`src/rtl/vga_pkg.sv`:
```
// Screen geometry shared by the VGA timing, drawing and game-logic blocks.
package vga_pkg;

  localparam int HOR_PIXELS = 800;
  localparam int VER_PIXELS = 600;

endpackage

```
`src/rtl/char_pkg.sv`:
```
// Character controller types, reset position and default physics constants.
package char_pkg;

  import vga_pkg::*;

  typedef enum logic [1:0] {
    GROUND  = 2'd0,
    RISING  = 2'd1,
    FALLING = 2'd2
  } char_state_t;

  localparam int WALK_SPEED_DEF    = 3;
  localparam int JUMP_V_DEF        = 12;
  localparam int GRAVITY_DEF       = 1;
  localparam int MAX_FALL_DEF      = 12;
  localparam int GROUND_OFFSET_DEF = 50;
  localparam int CHAR_HGT_DEF      = 26;

  localparam logic [11:0] RST_POS_X = 12'(HOR_PIXELS / 5);
  localparam logic [11:0] RST_POS_Y = 12'(VER_PIXELS - GROUND_OFFSET_DEF - CHAR_HGT_DEF);

endpackage

```
`src/rtl/frame_tick_gen.sv`:
```
// One-clock frame strobe on the rising edge of vblnk.
module frame_tick_gen (
  input  logic clk,
  input  logic rst,
  input  logic vblnk,
  output logic tick
);

  logic vblnk_d;

  // Reset high so a vblnk already asserted out of reset is not taken as an edge.
  always_ff @(posedge clk or posedge rst) begin
    if (rst) vblnk_d <= 1'b1;
    else     vblnk_d <= vblnk;
  end

  assign tick = vblnk & ~vblnk_d;

endmodule

```
`src/rtl/char_ctl.sv`:
```
// Per-frame character motion: walking with screen clamp, jump/gravity FSM.
module char_ctl
  import vga_pkg::*;
  import char_pkg::*;
#(
  parameter int WALK_SPEED    = WALK_SPEED_DEF,
  parameter int JUMP_V        = JUMP_V_DEF,
  parameter int GRAVITY       = GRAVITY_DEF,
  parameter int MAX_FALL      = MAX_FALL_DEF,
  parameter int GROUND_OFFSET = GROUND_OFFSET_DEF
) (
  input  logic        clk,
  input  logic        rst,
  input  logic        vblnk,
  input  logic        btn_left,
  input  logic        btn_right,
  input  logic        btn_jump,
  input  logic [11:0] char_hgt,
  input  logic [11:0] char_lng,
  output logic [11:0] pos_x,
  output logic [11:0] pos_y,
  output logic        flip_h,
  output logic        on_ground
);

  localparam logic signed [12:0] STEP_X   = 13'(WALK_SPEED);
  localparam logic signed [12:0] SCREEN_W = 13'(HOR_PIXELS);
  localparam logic signed [13:0] GROUND_Y = 14'(VER_PIXELS - GROUND_OFFSET);
  localparam logic signed [7:0]  VEL_JUMP = 8'(-JUMP_V);
  localparam logic signed [7:0]  VEL_G    = 8'(GRAVITY);
  localparam logic signed [7:0]  VEL_MAX  = 8'(MAX_FALL);

  function automatic logic signed [12:0] clamp_x(input logic signed [12:0] v,
                                                  input logic signed [12:0] lo,
                                                  input logic signed [12:0] hi);
    if (v < lo) return lo;
    if (v > hi) return hi;
    return v;
  endfunction

  function automatic logic signed [7:0] cap_fall(input logic signed [7:0] v);
    return (v > VEL_MAX) ? VEL_MAX : v;
  endfunction

  logic tick;

  frame_tick_gen u_tick (
    .clk   (clk),
    .rst   (rst),
    .vblnk (vblnk),
    .tick  (tick)
  );

  char_state_t       state, state_nxt;
  logic signed [7:0] vel, vel_nxt, vel_inc;
  logic              jump_armed, armed_nxt;
  logic [11:0]       x_nxt, y_nxt;
  logic              flip_nxt;

  logic signed [12:0] x_s, x_step, x_lo, x_hi;
  logic signed [13:0] y_s, vel_ext, y_sum, hgt_s, rest_y;

  assign x_s     = {1'b0, pos_x};
  assign x_lo    = {1'b0, char_lng};
  assign x_hi    = SCREEN_W - x_lo;
  assign y_s     = {2'b00, pos_y};
  assign hgt_s   = {2'b00, char_hgt};
  assign vel_ext = 14'(vel);
  assign y_sum   = y_s + vel_ext;
  assign rest_y  = GROUND_Y - hgt_s;
  assign vel_inc = vel + VEL_G;

  always_comb begin
    state_nxt = state;
    vel_nxt   = vel;
    armed_nxt = jump_armed;
    y_nxt     = pos_y;
    flip_nxt  = flip_h;
    x_step    = x_s;

    if (btn_left && !btn_right) begin
      x_step   = x_s - STEP_X;
      flip_nxt = 1'b1;
    end else if (btn_right && !btn_left) begin
      x_step   = x_s + STEP_X;
      flip_nxt = 1'b0;
    end
    x_nxt = 12'(clamp_x(x_step, x_lo, x_hi));

    case (state)
      GROUND: begin
        // Take-off tick keeps pos_y; motion starts on the following tick.
        if (btn_jump && jump_armed) begin
          vel_nxt   = VEL_JUMP;
          state_nxt = RISING;
          armed_nxt = 1'b0;
        end else begin
          y_nxt = 12'(rest_y);
        end
      end
      RISING: begin
        if (y_sum < hgt_s) begin
          y_nxt     = char_hgt;
          vel_nxt   = '0;
          state_nxt = FALLING;
        end else begin
          y_nxt   = 12'(y_sum);
          vel_nxt = vel_inc;
          if (!vel_inc[7]) state_nxt = FALLING;
        end
      end
      FALLING: begin
        if (y_sum >= rest_y) begin
          y_nxt     = 12'(rest_y);
          vel_nxt   = '0;
          state_nxt = GROUND;
        end else begin
          y_nxt   = 12'(y_sum);
          vel_nxt = cap_fall(vel_inc);
        end
      end
      default: begin
        vel_nxt   = '0;
        state_nxt = GROUND;
      end
    endcase

    if (!btn_jump) armed_nxt = 1'b1;
  end

  always_ff @(posedge clk or posedge rst) begin
    if (rst) begin
      state      <= GROUND;
      vel        <= '0;
      jump_armed <= 1'b1;
      pos_x      <= RST_POS_X;
      pos_y      <= RST_POS_Y;
      flip_h     <= 1'b0;
      on_ground  <= 1'b1;
    end else if (tick) begin
      state      <= state_nxt;
      vel        <= vel_nxt;
      jump_armed <= armed_nxt;
      pos_x      <= x_nxt;
      pos_y      <= y_nxt;
      flip_h     <= flip_nxt;
      on_ground  <= (state_nxt == GROUND);
    end
  end

endmodule

```
`config.mk`:
```
export PLATFORM = sky130hd
export DESIGN_NAME = char_ctl
export DESIGN_NICKNAME = d
export VERILOG_FILES = /design/src/rtl/vga_pkg.sv /design/src/rtl/char_pkg.sv /design/src/rtl/frame_tick_gen.sv /design/src/rtl/char_ctl.sv
export SDC_FILE = /design/constraint.sdc
export NUM_CORES = 1
export LEC_CHECK = 0
export BUFFER_PORTS_ARGS = -buffer_cell sky130_fd_sc_hd__buf_2
export CAP_MARGIN = 10
export CORE_AREA = 4 4 97 99
export CTS_BUF_LIST = sky130_fd_sc_hd__clkbuf_8 sky130_fd_sc_hd__clkbuf_16
export CTS_CLUSTER_SIZE = 28
export DETAILED_ROUTE_END_ITERATION = 10
export DIE_AREA = 0 0 101 103
export GPL_TIMING_DRIVEN = 1
export PLACE_DENSITY = 0.81
export REMOVE_ABC_BUFFERS = 1
export SYNTH_ARGS = -nofsm -noshare
export SYNTH_HDL_FRONTEND = slang
export SYNTH_HIERARCHICAL = 1
export SYNTH_SLANG_ARGS = --single-unit
```
`constraint.sdc`:
```
create_clock -name clk -period 4.9 [get_ports clk]
set_clock_uncertainty 0.15 [all_clocks]
set_input_delay 0 -clock clk [delete_from_list [all_inputs] [get_ports clk]]
set_output_delay 0 -clock clk [all_outputs]
set_load 0.02 [all_outputs]
```
==> impl_metrics.json <==
{
  "worstSkewPairLatency_ps": 300,
  "cell_chain_of_the_critical_path": "ha_1, fa_1, a21o_1, o21ai_1, a31oi_2, o21a_1, nor2_1, xnor2_1, ha_1, nand4_1, nor3_1, a2111oi_4, a2111oi_4, a211oi_2, o311ai_1, a211o_1",
  "final_hold_viol_count": 0,
  "synth_xor_area_frac": 0.06693,
  "grt_setup_unrepaired": "true",
  "timing.reg2reg.setup_slack_ps": 150,
  "timing.critical_path.buf_inv": 0,
  "drive_gt1_frac": 0.1472,
  "synth_top_cells_by_area": "sky130_fd_sc_hd__ha_1 (18%), sky130_fd_sc_hd__dfrtp_1 (15%), sky130_fd_sc_hd__xnor2_1 (5.1%), sky130_fd_sc_hd__a21oi_1 (4.8%), sky130_fd_sc_hd__nand2_1 (4.2%)",
  "path_max_fanout": 7,
  "post-synth-top-count-cell": "sky130_fd_sc_hd__ha_1",
  "ctsLongestPathBuffers": 2,
  "fillers": 685,
  "placement.io_buffers": 55,
  "cts_made_buffers": 5,
  "grt.overflow.total": 0,
  "synth-adder-area-share": 0.1878,
  "path_delay_family": "compound AO/OA/AOI/OAI gates",
  "timing.rr.end": "vel[5]",
  "antenna_violating_nets_post_route": 0,
  "p_total_mw": 4.084,
  "hold_path_class": "in2reg",
  "synthesis.yosys.warnings": 6,
  "core_um2": 8551,
  "synth_top_area_frac": 0.1839,
  "yosys_register_bits": 38,
  "starting_density": 0.5969,
  "drt-initial-drc-count": 356,
  "worst-slew-pin-transition_ps": 1024,
  "cts_sinks": 38,
  "required_ps": 4950,
  "run_status": "finished clean",
  "synth_compound_gate_area_share": 0.2817,
  "htreeDepth": 2,
  "yosysSeqAreaShare": 0.1883,
  "post-place-ws_ps": 258.0,
  "worstHoldPathCells": 5,
  "synth_top_family_by_area": "compound AO/OA/AOI/OAI gates",
  "layout.cell_area.non_filler_um2": 5964,
  "synthDistinctLibCells": 75,
  "synth.avg_cell_area_um2": 7.974,
  "pin_count": 56,
  "timing.final.crit_share": 0.9687,
  "antenna_cells": 0,
  "tritoncts": "built",
  "area_growth_syn_to_layout_pct": 16.87,
  "drc_errors": 0,
  "cts.clk_slew.worst_paths_ps": 90,
  "dr.pass1.iters": 5,
  "grt_pass1_vias": 5180,
  "antenna_violations_before_repair": 0,
  "post-cts-setup-buffer-count": 0,
  "slowest_stage_delay_on_critical_path_ps": 600,
  "critical-path-slowest-cell": "sky130_fd_sc_hd__a2111oi_4",
  "worstRegToRegCells": 16,
  "die_area_um2": 10400,
  "drv_cap": 0,
  "fmax_mhz": 210.7,
  "seqCellArea_um2": 960.9,
  "yosysTopAreaCell": "sky130_fd_sc_hd__ha_1",
  "synth.cell_area_um2": 5104,
  "die_w_um": 101,
  "post_dp_cell_area_um2": 5535,
  "clock_root_buffer": "sky130_fd_sc_hd__clkbuf_8",
  "finalHoldWorstSlack_ps": 5.076,
  "finalSetupViolCount": 0,
  "critical_path.reg2reg.startpoint": "vel[0]",
  "fin_nets": 832,
  "route.detailed.wl_per_inst_um": 17.46,
  "synth_simple_gate_area_share": 0.1998,
  "power.ir.vdd_worst_mv": 0.3025,
  "grt_first_pass_wirelength_mm": 24.50,
  "yosys-mux-area-fraction": 0.01814,
  "standard_cell_rows": 34,
  "pin_count_of_the_biggest_net_entering_global_routing": 38,
  "final_weighted_congestion_in_routability_driven_placement": 0.9612,
  "layout_min_cycle_time_ps": 4747,
  "postRouteWirelength_mm": 14.58,
  "timing.critical_path.to_type": "register",
  "setup.worst_path.start_class": "register",
  "worst_ep_arrival_time_ps": 4790,
  "ys_async_sr_fraction": 1.000,
  "timing.setup.critical_path_class": "reg2reg",
  "timing.final.ws_setup_ps": 153.4,
  "timing.hold.worst_endpoint": "flip_h",
  "multiInputGateArea_um2": 3867,
  "detailed_place_hpwl_mm": 11.22,
  "leakagePower_nw": 2.840,
  "dieHeight_um": 103,
  "synth-edff-count": 0,
  "routed_via_density": 6.226,
  "maxSlewViolCount": 0,
  "powerDensity_nw_per_um2": 684.7,
  "vias": 5199,
  "gr-usage-all-layers": 0.2888,
  "min-delay-start": "btn_left",
  "synthTopCellsByCount": "sky130_fd_sc_hd__ha_1 (75), sky130_fd_sc_hd__nand2_1 (57), sky130_fd_sc_hd__inv_1 (55)",
  "syn_inst_count": 640,
  "synth_flop_cell": "sky130_fd_sc_hd__dfrtp_1",
  "timing.max_slew.rel_slack": 0.3145
}
==> power by group <==
part | internal (mW) | total, mW | switching (mW)
Sequential | 0.452 | 0.638 | 0.186
Combinational | 1.25 | 3.11 | 1.86
Clock | 0.204 | 0.338 | 0.134
==> worst max-delay path by stage <==
stage	startpoint	endpoint	slack [ps]	cells after the start
floorplan	pos_x[0]	pos_x[8]	240	13
global placement	vel[0]	pos_y[7]	400	18
detailed placement	vel[0]	vel[5]	260	16
CTS	vel[0]	pos_y[8]	220	18
global route	vel[0]	vel[5]	-100	16
finish	vel[0]	vel[5]	150	16
==> registers in the layout, summed over array words and instances, names as in the netlist <==
register,flops
pos_x,12
jump_armed,1
vel,8
u_tick/vblnk_d,1
on_ground,1
flip_h,1
state,2
pos_y,12
==> logic make-up (layout without fill, tap and decap cells) <==
group	count (synthesis)	after routing
muxes	9	9
AOI/OAI and AO/OA	203	203
DFF	38	38
buffers and inverters	73	160
and+or+nand+nor	202	202
adders and majority gates	76	76
xor gates and xnor gates	39	39
==> worst register-to-register path, cell delays in order (launching register included) <==
cell and delay, ps:
sky130_fd_sc_hd__dfrtp_1 460, sky130_fd_sc_hd__ha_1 240, sky130_fd_sc_hd__fa_1 410, sky130_fd_sc_hd__a21o_1 210
sky130_fd_sc_hd__o21ai_1 250, sky130_fd_sc_hd__a31oi_2 190, sky130_fd_sc_hd__o21a_1 200, sky130_fd_sc_hd__nor2_1 110
sky130_fd_sc_hd__xnor2_1 190, sky130_fd_sc_hd__ha_1 300, sky130_fd_sc_hd__nand4_1 130, sky130_fd_sc_hd__nor3_1 90
sky130_fd_sc_hd__a2111oi_4 600, sky130_fd_sc_hd__a2111oi_4 190, sky130_fd_sc_hd__a211oi_2 480, sky130_fd_sc_hd__o311ai_1 140
sky130_fd_sc_hd__a211o_1 310
==> per-stage QoR <==
step | TNS, ps | instances | util
3_3_place_gp | 0 | 799 | 0.6474
4_1_cts | 0 | 835 | 0.6962
3_5_place_dp | 0 | 799 | 0.6474
5_1_grt | -236.3 | 835 | 0.6975
6_report | 0 | 835 | 0.6975
2_1_floorplan | 0 | 623 | -
==> layout make-up <==
type                            count  area share
Sequential cell                    38      0.1611
Tap cell                          108     0.02266
Timing Repair Buffer               96      0.1095
Inverter                           56     0.03524
Clock inverter                      3     0.01154
Multi-Input combinational cell    529      0.6484
Clock buffer                        5     0.01154
==> layout by cell type (no fill, tap or decap), types with 5 or more instances in the layout <==
cell type and count:
sky130_fd_sc_hd__ha_1 75, sky130_fd_sc_hd__nand2_1 57, sky130_fd_sc_hd__inv_1 55, sky130_fd_sc_hd__buf_2 55, sky130_fd_sc_hd__a21oi_1 49, sky130_fd_sc_hd__nor2_1 48, sky130_fd_sc_hd__o21ai_0 36, sky130_fd_sc_hd__xnor2_1 30
sky130_fd_sc_hd__dfrtp_1 30, sky130_fd_sc_hd__dlygate4sd3_1 28, sky130_fd_sc_hd__and3_1 16, sky130_fd_sc_hd__nor3_1 15, sky130_fd_sc_hd__buf_4 13, sky130_fd_sc_hd__a21o_1 12, sky130_fd_sc_hd__nand3_1 12, sky130_fd_sc_hd__nand2b_1 11
sky130_fd_sc_hd__a31oi_1 10, sky130_fd_sc_hd__nand4_1 9, sky130_fd_sc_hd__xor2_1 9, sky130_fd_sc_hd__o211ai_1 8, sky130_fd_sc_hd__a211o_1 8, sky130_fd_sc_hd__dfstp_2 8, sky130_fd_sc_hd__o21ai_1 7, sky130_fd_sc_hd__mux2i_1 7
sky130_fd_sc_hd__nor2b_1 6, sky130_fd_sc_hd__a22o_1 6, sky130_fd_sc_hd__o21a_1 5, sky130_fd_sc_hd__and2_1 5, sky130_fd_sc_hd__o31ai_1 5, sky130_fd_sc_hd__a211oi_1 5, sky130_fd_sc_hd__clkbuf_8 5
==> per-layer routing <==
layer,vias up,track usage,share of wire
li1,2547,-,-
met1,2395,0.3491,0.41
met2,207,0.5104,0.50
met3,50,0.03924,0.056
met4,0,0.1309,0.037
met5,-,0,0
==> repair_timing <==
action                                 in CTS  in global routing
resized for setup                           0                  4
setup endpoints to repair                   0                 14
hold buffers                               28                  0
endpoints found under the hold margin      57                  0
Power figures use the tool's default switching activity.
